<file path="src/rtl/change_dispenser.sv">
// change_dispenser: pays a change amount greedily (largest coin first) over a
// per-coin fire/ack handshake to three hoppers, skipping empty ones and aborting on ack timeout.
module change_dispenser #(
  parameter int AW      = 6,
  parameter int V2      = 4,
  parameter int V1      = 2,
  parameter int V0      = 1,
  parameter int TIMEOUT = 15,
  parameter int GAP     = 2
) (
  input  logic          clock,
  input  logic          reset,
  input  logic          req,
  input  logic [AW-1:0] amount,
  input  logic [2:0]    empty,
  input  logic          coin_ack,
  output logic [2:0]    coin_fire,
  output logic          busy,
  output logic          done,
  output logic          err,
  output logic [AW-1:0] remaining
);

  localparam int TW = (TIMEOUT > 1) ? $clog2(TIMEOUT) : 1;
  localparam int GW = (GAP > 1) ? $clog2(GAP) : 1;
  localparam logic [AW-1:0] C2 = AW'(V2);
  localparam logic [AW-1:0] C1 = AW'(V1);
  localparam logic [AW-1:0] C0 = AW'(V0);

  typedef enum logic [2:0] {
    IDLE   = 3'd0,
    SELECT = 3'd1,
    FIRE   = 3'd2,
    GAPW   = 3'd3,
    DONE   = 3'd4,
    FAULT  = 3'd5
  } state_t;

  state_t        state_r;
  logic [TW-1:0] timer_r;
  logic [GW-1:0] gap_r;
  logic [AW-1:0] coin_val_r;
  logic [2:0]    pick_s;
  logic [AW-1:0] pick_val_s;

  // Largest non-empty coin that still fits into the amount owed.
  always_comb begin
    pick_s     = 3'b000;
    pick_val_s = '0;
    if (!empty[2] && (remaining >= C2)) begin
      pick_s     = 3'b100;
      pick_val_s = C2;
    end else if (!empty[1] && (remaining >= C1)) begin
      pick_s     = 3'b010;
      pick_val_s = C1;
    end else if (!empty[0] && (remaining >= C0)) begin
      pick_s     = 3'b001;
      pick_val_s = C0;
    end else begin
      pick_s     = 3'b000;
      pick_val_s = '0;
    end
  end

  // Payout sequencer; busy drops as DONE/FAULT is entered, the pulse follows one cycle later.
  always_ff @(posedge clock) begin
    if (reset) begin
      state_r    <= IDLE;
      timer_r    <= '0;
      gap_r      <= '0;
      coin_val_r <= '0;
      coin_fire  <= 3'b000;
      busy       <= 1'b0;
      done       <= 1'b0;
      err        <= 1'b0;
      remaining  <= '0;
    end else begin
      done <= 1'b0;
      err  <= 1'b0;
      case (state_r)
        IDLE: begin
          if (req) begin
            remaining <= amount;
            busy      <= 1'b1;
            state_r   <= SELECT;
          end else begin
            state_r <= IDLE;
          end
        end
        SELECT: begin
          timer_r <= '0;
          if (remaining == '0) begin
            busy    <= 1'b0;
            state_r <= DONE;
          end else if (pick_s != 3'b000) begin
            coin_fire  <= pick_s;
            coin_val_r <= pick_val_s;
            state_r    <= FIRE;
          end else begin
            busy    <= 1'b0;
            state_r <= FAULT;
          end
        end
        FIRE: begin
          // An ack on the final timeout cycle still counts as a paid coin.
          if (coin_ack) begin
            remaining <= remaining - coin_val_r;
            coin_fire <= 3'b000;
            gap_r     <= '0;
            state_r   <= (GAP == 0) ? SELECT : GAPW;
          end else if (timer_r == TW'(TIMEOUT - 1)) begin
            coin_fire <= 3'b000;
            busy      <= 1'b0;
            state_r   <= FAULT;
          end else begin
            timer_r <= timer_r + TW'(1);
          end
        end
        GAPW: begin
          if (gap_r == GW'(GAP - 1)) begin
            state_r <= SELECT;
          end else begin
            gap_r <= gap_r + GW'(1);
          end
        end
        DONE: begin
          done    <= 1'b1;
          state_r <= IDLE;
        end
        FAULT: begin
          err     <= 1'b1;
          state_r <= IDLE;
        end
        default: begin
          state_r   <= IDLE;
          coin_fire <= 3'b000;
          busy      <= 1'b0;
        end
      endcase
    end
  end

endmodule
</file>
<file path="config.mk">
export PLATFORM = sky130hd
export DESIGN_NAME = change_dispenser
export DESIGN_NICKNAME = d
export VERILOG_FILES = /design/src/rtl/change_dispenser.sv
export SDC_FILE = /design/constraint.sdc
export NUM_CORES = 1
export LEC_CHECK = 0
export BUFFER_PORTS_ARGS = -buffer_cell sky130_fd_sc_hd__clkbuf_2
export CORE_ASPECT_RATIO = 0.6
export CORE_UTILIZATION = 54
export DETAILED_ROUTE_END_ITERATION = 8
export GPL_TIMING_DRIVEN = 0
export MAX_ROUTING_LAYER = met4
export PLACE_DENSITY = 0.83
export SETUP_SLACK_MARGIN = 0.3
export SLEW_MARGIN = 20
export SYNTH_ARGS = -nofsm -noshare
export SYNTH_HDL_FRONTEND = slang
export SYNTH_SLANG_ARGS = --single-unit
</file>
<file path="constraint.sdc">
create_clock -name clock -period 2.2 [get_ports clock]
set_input_delay 0.11 -clock clock [delete_from_list [all_inputs] [get_ports clock]]
set_output_delay 0.11 -clock clock [all_outputs]
set_load 0.005 [all_outputs]
</file>
==> results.md, run 1 <==
* Outcome: completed
* Synthesized flop and latch total at 23
* Die width at approximately 65 um
* Starting density of the core at 0.5803
* GRT Total Usage at 0.2828
* DP HPWL at 2.398 mm
* HP Class: in -> reg
* Largest family of logic cells by synthesized area: simple AND/OR/NAND/NOR gates
* Largest net degree at the start of global routing at 13
* Top delay family on crit path: simple AND/OR/NAND/NOR gates
* Vias in the first global route at 1076
* Area growth syn-to-layout at 20.86%
* Std cell rows at 13
* Max cap viols at 0
* Number of diodes at 0
* Post-synthesis mux area share at 0.02437
* Global-route wire length before repair at 5.112 mm
* Compound-Gate Fraction of Synth Area at 0.2105
* Synth Warn # at 0
* CP bufs+invs at 1
* Fin crit period at roughly 1.8 ns
* Most common cell after layout, fill and taps aside: clkbuf_2
* Max_slew headroom at 0.6358
* Clock skew at 0.007515 ns
* Slew Limit Fails at 0
* Required @ worst endpoint at 2.39 ns
* Final setup fails at 0
* Adder-cell area share of the yosys netlist at 0.06433
* LEAKAGE at ~0.59 nW
* Syn nets at 178
* DIE HEIGHT at 39.77 um
* Root buffer cell: clkbuf_8
* WS Path Type: reg -> reg
* Post CTS Setup Buffer Count at 0
* CTS HTree Levels at 1
* Busiest grt layer: met2
* CTS sink cnt at 23
* Post-route setup TNS at 0 ns
* Crit-path max cell delay at roughly 0.57 ns
* Xor-xnor portion of the synthesized cell area at 0.01365
* Startpoint Class: flop
* DR pass1 iterations at 4
* Met3 Track Usage GR at 0.06977
* GR Overflow Total at 0
* Clk Latency, worst-skew pair at approximately 0.27 ns
* Peak VDD IR at 0.4544 mV
* Post-Syn Area per Cell at 8.074 um^2
* CP max FO at 10
* RSZ-0062 raised after global routing: true
* Pre-CTS WS at 0.2635 ns
* Post-synth EDFFs at 0
* Via count at 1305
* Sequential cell area fraction in the yosys report at 0.3587
* Worst-case clock buffer depth at 2
* Die Area at 2583 um^2
* IO buf count at 23
* Critical Path AT at 2.02 ns
* Post-DRT Antenna Nets at 0
* Synth unique cells at 42
* Crit-path cells: clkbuf_1, or3b_2, or3_1, o22ai_1
* I/O pin count at 25
* Wirelength per Cell at 15.53 um
* Final wirelength at 3.355 mm
* Clock-pin slew on the worst setup and hold paths at roughly 0.090 ns
* Ys flop type: dfxtp_1
* Mapped Cells at 159
* CTS buffer count at 3
* P per Cell Area at 806.7 nW/um^2
* Layout cell share with drive strength beyond 1 at 0.2473
* Most frequent cells in the layout: clkbuf_2, nor2_1, dfxtp_1
* Tcrit/Tclk final at 0.8335
* Total Nets Final at 206
* Vias/cell at 6.042
* Fraction of registers with async set/reset at 0
* DR iter-0 viols at 225
* CP max-delay cell: or3b_2
* Initial antenna violation count at 0
* FMAX at about 550 MHz
* CORE AREA at around 2200 um^2
* Final Hold Violating Endpoints at 0
* Met1 usage at 0.3793
* Netlist Area Pre-Place at 1284 um^2
* Synth Area in Simple Gates at 0.2865
* Slew @ Worst Pin at 0.5462 ns
* CP Capture Type: flop
* Global Route met2 Usage at 0.4375
* CTS tree: done
* Fin worst setup slack at 0.3663 ns
* Final weighted congestion in routability-driven placement at 0.9061
* DRC at 0
-- synthesized netlist by cell type, drive strengths merged (3+ instances only) --
cell	number	share of area
a31oi	3	0.015
o22ai	3	0.015
nor3	9	0.035
nand2	11	0.032
dfxtp	23	0.36
or3	3	0.015
a211oi	5	0.029
nor2b	7	0.034
nand2b	7	0.034
a22oi	3	0.018
nor2	21	0.061
ha	5	0.049
inv	5	0.015
o21ai	6	0.023
a21oi	9	0.035
clkbuf	8	0.023
-- repair_timing --
item / 4_1_cts / 5_1_grt
gates resized for setup: 4 / 15
hold buffers: 0 / 0
cloned: 0 / 0
endpoints found under the setup margin: 2 / 13
pin swaps: 0 / 2
-- worst register-to-register path, stage by stage, from the launching register on --
cell      delay (ns)
dfxtp_2         0.36
clkbuf_1        0.23
or3b_2          0.57
or3_1           0.42
o22ai_1         0.18
-- path summary, 6_finish.rpt --
path	start	endpoint	slack [ns]	cells past startpoint
worst max-delay path	state_r[1]	coin_fire[2]	0.37	4
worst min-delay path	amount[2]	remaining[2]	0.14	3
worst max register to register	state_r[1]	coin_fire[2]	0.37	4
worst min register to register	coin_val_r[2]	coin_val_r[2]	0.46	2
-- cell families after synthesis --
family | after synthesis
buf+inv | 14
xor+xnor | 2
simple gates | 71
fa+ha+maj | 6
compound gates | 40
flops | 23
mux | 3
-- per-layer routing --
metal / routed length (um) / vias to the layer above
met5: 0 / -
met4: 13 / 0
met3: 237 / 4
met2: 1505 / 62
met1: 1599 / 608
li1: - / 631
-- metrics by stage --
step | utilization | power [W] | hold WS, ns | instance area, um^2 | instances
floorplan | - | 0.0008031 | 0.2996 | 1284 | 159
CTS | 0.6736 | 0.001203 | 0.1476 | 1490 | 216
detailed placement | 0.6493 | 0.0009285 | 0.4253 | 1436 | 212
global placement | 0.6493 | 0.0009066 | 0.4034 | 1436 | 212
global route | 0.7014 | 0.001332 | 0.1415 | 1551 | 216
finish | 0.7014 | 0.001252 | 0.1382 | 1551 | 216
-- final cells by class --
| class | instances | area (um^2) |
|---|---|---|
| plain buffers | 9 | 35.03 |
| fillers | 192 | 660.6 |
| multi-input cells | 122 | 830.8 |
| repair buffers | 23 | 115.1 |
| well taps | 30 | 37.54 |
| flip-flops and latches | 23 | 469.2 |
| inverters | 5 | 18.77 |
| clock buffers | 4 | 45.04 |
-- state kept, by name, summed over array words and instances (netlist names) --
name        count
busy            1
coin_fire       3
coin_val_r      3
done            1
err             1
gap_r           1
remaining       6
state_r         3
timer_r         4
-- where the power goes --
group	internal, W	total (W)	switching, W
combinational	0.000201	0.000463	0.000262
sequential	0.000466	0.000521	0.0000548
clock	0.000129	0.000268	0.000138
total	0.000797	0.00125	0.000455
Power figures use the tool's default switching activity.
==> run 2, diff against run 1 <==
CORE_UTILIZATION = 48   (was 54)
PLACE_DENSITY = 0.79   (was 0.83)
clock period = 1.5 ns   (was 2.2 ns; I/O delays follow)
==> results.md, run 2 (synthesis results as in run 1) <==
* Fill cells at 146 (was 192)
* Clock skew at 0.002467 ns (was 0.007515 ns)
* Final Hold Violating Endpoints at 0 (unchanged)
* Clock-pin slew on the worst setup and hold paths at 0.08 ns (was 0.09 ns)
* Initial antenna violation count at 0 (unchanged)
* Tcrit/Tclk final at 1.204 (was 0.8335)
* Via count at 1545 (was 1305)
* GRT Total Usage at 0.3050 (was 0.2828)
* FMAX at 553.6 MHz (was 545.3 MHz)
* CTS HTree Levels at 1 (unchanged)
* CP max FO at 4 (was 10)
* HP Class: in -> reg (unchanged)
* Vias in the first global route at 1290 (was 1076)
* Placed cells at 214 (was 212)
* Failing checks: negative setup slack
* # hold bufs at CTS at 0 (unchanged)
* Number of diodes at 0 (unchanged)
* Finished Layout Cells at 239 (was 216)
* Fin worst setup slack at -0.3064 ns (was 0.3663 ns)
* WS Path Type: reg -> reg (unchanged)
* Clock network power share at 0.169 (was 0.214)
* Die Area at 2892 um^2 (was 2583 um^2)
* Final wirelength at 4.587 mm (was 3.355 mm)
* GR Overflow Total at 0 (unchanged)
* DR pass1 iterations at 5 (was 4)
* Fin crit period at 1.806 ns (was 1.834 ns)
* Switching share of power at 0.3720 (was 0.3632)
* Top reg by flops: remaining (unchanged)
* Met2 wire len at 2.082 mm (was 1.505 mm)
* Die width at 68.77 um (was 64.95 um)
* Max_slew headroom at 0.5766 (was 0.6358)
* Max reg flops at 6 (unchanged)
* DRC at 0 (unchanged)
* Uppermost layer routed: met4 (unchanged)
* Most frequent cells in the layout: clkbuf_2, nor2_1, buf_4 (was clkbuf_2, nor2_1, dfxtp_1)
* Global-route wire length before repair at 6.196 mm (was 5.112 mm)
* IO buf count at 23 (unchanged)
* Total Nets Final at 227 (was 206)
* Switching power at 0.0008650 W (was 0.0004545 W)
* Biggest regs: remaining: 6 flops, timer_r: 4 flops (unchanged)
* Final weighted congestion in routability-driven placement at 0.8613 (was 0.9061)
* Largest net degree at the start of global routing at 14 (was 13)
* Outcome: finished with violations (was completed)
* Vias/cell at 6.464 (was 6.042)
* Starting density of the core at 0.5089 (was 0.5803)
* DIE HEIGHT at 42.06 um (was 39.77 um)
* Post-route setup TNS at -2.450 ns (was 0 ns)
* CORE AREA at 2522 um^2 (was 2212 um^2)
* Pint at 0.001461 W (was 0.0007970 W)
* LEAKAGE at 0.7900 nW (was 0.5936 nW)
* WL met3 at 400 um (was 237 um)
* RSZ-0062 raised after global routing: true (unchanged)
* CP Capture Type: flop (unchanged)
* Critical Path AT at 1.95 ns (was 2.02 ns)
* Peak VDD IR at 0.6427 mV (was 0.4544 mV)
* Required @ worst endpoint at 1.64 ns (was 2.39 ns)
* CTS sink cnt at 23 (unchanged)
* DR iter-0 viols at 169 (was 225)
* P per Cell Area at 1164 nW/um^2 (was 806.7 nW/um^2)
* Tot Pwr at 0.002326 W (was 0.001252 W)
* I/O pin count at 25 (unchanged)
* M1 WL at 1.885 mm (was 1.599 mm)
* Most common cell after layout, fill and taps aside: clkbuf_2 (unchanged)
* CTS tree: done (unchanged)
* Part of the power in registers at 0.332 (was 0.416)
* Clk Latency, worst-skew pair at 0.27 ns (about the same)
* Max cap viols at 0 (unchanged)
* DP HPWL at 2.433 mm (was 2.398 mm)
* CTS buffer count at 3 (unchanged)
* Post-DRT Antenna Nets at 0 (unchanged)
* Hold_ws at 0.1206 ns (was 0.1382 ns)
* Startpoint Class: flop (unchanged)
* Cell area after layout at 1998 um^2 (was 1551 um^2)
* Final setup fails at 15 (was 0)
* Slew Limit Fails at 0 (unchanged)
* Slew @ Worst Pin at 0.6350 ns (was 0.5462 ns)
* Area growth syn-to-layout at 55.65% (was 20.86%)
* Worst-case clock buffer depth at 2 (unchanged)
* Wirelength per Cell at 19.19 um (was 15.53 um)
* Root buffer cell: clkbuf_8 (unchanged)
* Std cell rows at 14 (was 13)
* Layout cell share with drive strength beyond 1 at 0.5314 (was 0.2473)
* Placed instance area at 1525 um^2 (was 1436 um^2)
* Logic pwr share at 0.499 (was 0.370)
## run 2: worst paths after layout
kind                                    start             to  slack (ns)  cells after the start
worst max register to register   remaining[2]   coin_fire[0]       -0.31                      5
worst min register to register  coin_val_r[2]  coin_val_r[2]        0.46                      2
worst min-delay path                amount[2]   remaining[2]        0.12                      3
worst max-delay path             remaining[2]   coin_fire[0]       -0.31                      5
## run 2: area by class of cell
class | count | area [um^2] | share of cell area
clock inverter | 1 | 5.005 | 0.002505
clock buffer | 3 | 41.29 | 0.02066
buffer | 9 | 76.32 | 0.03820
sequential | 23 | 493.0 | 0.2467
multi-input combinational | 122 | 1027 | 0.5141
inverter | 5 | 23.77 | 0.01190
timing repair buffer | 44 | 291.5 | 0.1459
tap | 32 | 40.04 | 0.02004
## run 2: routing by layer
metal / up-vias / track usage
met5: - / -
met4: 0 / 0.07347
li1: 675 / -
met1: 723 / 0.4206
met2: 106 / 0.4431
met3: 41 / 0.08152
## run 2: timing repair
item | in CTS | in global routing
gates resized for setup | 42 | 30
setup endpoints to repair | 20 | 22
pin swaps | 6 | 19
buffers inserted | 11 | 10
## run 2: metrics by stage
step           worst slack [ns]    util
2_1_floorplan           -0.1537       -
3_3_place_gp            -0.2632  0.6047
3_5_place_dp            -0.3222  0.6047
4_1_cts                 -0.2537  0.7222
5_1_grt                 -0.3700  0.7922
6_report                -0.3064  0.7922
## run 2: power groups by stage
stage / Combinational, W / Sequential [W] / Clock [W]
final: 0.00116 / 0.000772 / 0.000394
after global routing: 0.00122 / 0.000780 / 0.000426
after CTS: 0.000908 / 0.000761 / 0.000398
after detailed placement: 0.000664 / 0.000771 / 0
after global placement: 0.000636 / 0.000766 / 0
after floorplan: 0.000482 / 0.000761 / 0
## run 2: worst max-delay path, stage by stage, from the launching register on
cell	delay (ns)
dfxtp_4	0.37
or4_4	0.54
mux2_4	0.34
a32oi_2	0.19
or3_4	0.18
o22ai_2	0.06
==> run 3, diff against run 2 <==
CORE_UTILIZATION = 35   (was 48)
PLACE_DENSITY = 0.62   (was 0.79)
==> results.md, run 3 (synthesis results as in run 1) <==
* Max reg flops at 6 (unchanged)
* Worst-case clock buffer depth at 2 (unchanged)
* Tcrit/Tclk final at 1.215 (was 1.204)
* Clock network power share at 0.180 (was 0.169)
* Total Nets Final at 225 (was 227)
* Vias/cell at 5.432 (was 6.464)
* Fin worst setup slack at -0.3228 ns (was -0.3064 ns)
* DP HPWL at 2.659 mm (was 2.433 mm)
* Placed cells at 227 (was 214)
* Clock-pin slew on the worst setup and hold paths at 0.09 ns (was 0.08 ns)
* Flop-to-flop setup slack at -0.32 ns (was -0.31 ns)
* CP Capture Type: flop (unchanged)
* WS Path Type: reg -> reg (unchanged)
* Global-route wire length before repair at 6.410 mm (was 6.196 mm)
* Part of the power in registers at 0.352 (was 0.332)
* RSZ-0062 raised after global routing: true (unchanged)
* GRT Total Usage at 0.2209 (was 0.3050)
* Most frequent cells in the layout: clkbuf_2, nor2_1, buf_4 (unchanged)
* Fin crit period at 1.823 ns (was 1.806 ns)
* CTS sink cnt at 23 (unchanged)
* Fill cells at 297 (was 146)
* Finished Layout Cells at 250 (was 239)
* Clock skew at 0.009048 ns (was 0.002467 ns)
* P per Cell Area at 1121 nW/um^2 (was 1164 nW/um^2)
* IO buf count at 23 (unchanged)
* Post-DRT Antenna Nets at 0 (unchanged)
* Failing checks: negative setup slack (unchanged)
* Clk Latency, worst-skew pair at 0.27 ns (about the same)
* Area growth syn-to-layout at 51.27% (was 55.65%)
* GR Overflow Total at 0 (unchanged)
* DR iter-0 viols at 75 (was 169)
* CP max FO at 2 (was 4)
* Layout cell share with drive strength beyond 1 at 0.4683 (was 0.5314)
* Outcome: finished with violations (unchanged)
* Starting density of the core at 0.3794 (was 0.5089)
* Top reg by flops: remaining (unchanged)
* FMAX at 548.6 MHz (was 553.6 MHz)
* LEAKAGE at 0.7612 nW (was 0.7900 nW)
* Peak VDD IR at 0.4475 mV (was 0.6427 mV)
* Final wirelength at 3.951 mm (was 4.587 mm)
* Final setup fails at 13 (was 15)
* CTS buffer count at 3 (unchanged)
* CTS HTree Levels at 1 (unchanged)
* Critical Path AT at 1.95 ns (about the same)
* Largest net degree at the start of global routing at 13 (was 14)
* Std cell rows at 16 (was 14)
* Max_slew headroom at 0.6180 (was 0.5766)
* Biggest regs: remaining: 6 flops, timer_r: 4 flops (unchanged)
* HP Class: in -> reg (unchanged)
* DIE HEIGHT at 48.91 um (was 42.06 um)
* CTS tree: done (unchanged)
* # hold bufs at CTS at 0 (unchanged)
* Root buffer cell: clkbuf_8 (unchanged)
* Slew @ Worst Pin at 0.5730 ns (was 0.6350 ns)
* CORE AREA at 3383 um^2 (was 2522 um^2)
* Startpoint Class: flop (unchanged)
* Final Hold Violating Endpoints at 0 (unchanged)
* DR pass1 iterations at 4 (was 5)
* Die Area at 3922 um^2 (was 2892 um^2)
* Max cap viols at 0 (unchanged)
* Wirelength per Cell at 15.80 um (was 19.19 um)
* Pint at 0.001395 W (was 0.001461 W)
* Initial antenna violation count at 0 (unchanged)
* Die width at 80.19 um (was 68.77 um)
* Logic pwr share at 0.468 (was 0.499)
* Vias in the first global route at 1272 (was 1290)
* Hold_ws at 0.08707 ns (was 0.1206 ns)
* Slew Limit Fails at 0 (unchanged)
* Most common cell after layout, fill and taps aside: clkbuf_2 (unchanged)
* Via count at 1358 (was 1545)
* Switching share of power at 0.3596 (was 0.3720)
* Final weighted congestion in routability-driven placement at 0.9999 (was 0.8613)
* Switching power at 0.0007832 W (was 0.0008650 W)
* Required @ worst endpoint at 1.63 ns (was 1.64 ns)
* I/O pin count at 25 (unchanged)
* DRC at 0 (unchanged)
* Number of diodes at 0 (unchanged)
==> run 3: worst paths after layout <==
path            startpoint       endpoint  depth (start not counted)
min              amount[2]   remaining[2]                          3
max reg2reg   remaining[5]   coin_fire[0]                          5
min reg2reg  coin_val_r[2]  coin_val_r[2]                          2
max           remaining[5]   coin_fire[0]                          5
==> run 3: timing repair <==
item	4_1_cts	5_1_grt
setup endpoints to repair	20	21
pin swaps	4	12
gates resized for setup	30	25
setup buffers	9	10
hold endpoints to repair	0	0
==> run 3: layer usage <==
metal | wire length [um] | track usage
met1 | 2011 | 0.3174
met2 | 1736 | 0.3191
met3 | 168 | 0.04673
met4 | 35 | 0.04167
met5 | 0 | -
==> run 3: power by group through the flow <==
stage	logic [W]	clock network [W]	registers, W
final	0.00102	0.000391	0.000767
after global routing	0.00111	0.000440	0.000777
after CTS	0.000869	0.000403	0.000769
after detailed placement	0.000666	0	0.000774
after global placement	0.000649	0	0.000768
after floorplan	0.000482	0	0.000761
==> run 3: metrics by stage <==
stage | setup WS [ns] | total power, W | util | instance area, um^2 | TNS [ns]
2_1_floorplan | -0.1537 | 0.001243 | - | 1370 | -0.6671
3_3_place_gp | -0.2992 | 0.001417 | 0.4556 | 1541 | -2.425
3_5_place_dp | -0.3823 | 0.001440 | 0.4556 | 1541 | -3.374
4_1_cts | -0.2810 | 0.002041 | 0.5311 | 1797 | -1.671
5_1_grt | -0.3430 | 0.002328 | 0.5740 | 1942 | -2.992
6_report | -0.3228 | 0.002178 | 0.5740 | 1942 | -1.906
==> run 3: cell type report <==
type | instances | area [um^2] | share of cell area
timing repair buffer | 42 | 261.5 | 0.1347
clock buffer | 4 | 45.04 | 0.02320
buffer | 9 | 86.33 | 0.04446
multi-input combinational | 122 | 982.2 | 0.5058
sequential | 23 | 489.2 | 0.2519
inverter | 5 | 21.27 | 0.01095
tap | 45 | 56.30 | 0.02899
==> run 3: critical path: stages, from the launching register on <==
cell	delay (ns)
dfxtp_4	0.35
or4_4	0.55
mux2_4	0.33
a32oi_2	0.21
or3_4	0.18
o22ai_1	0.07
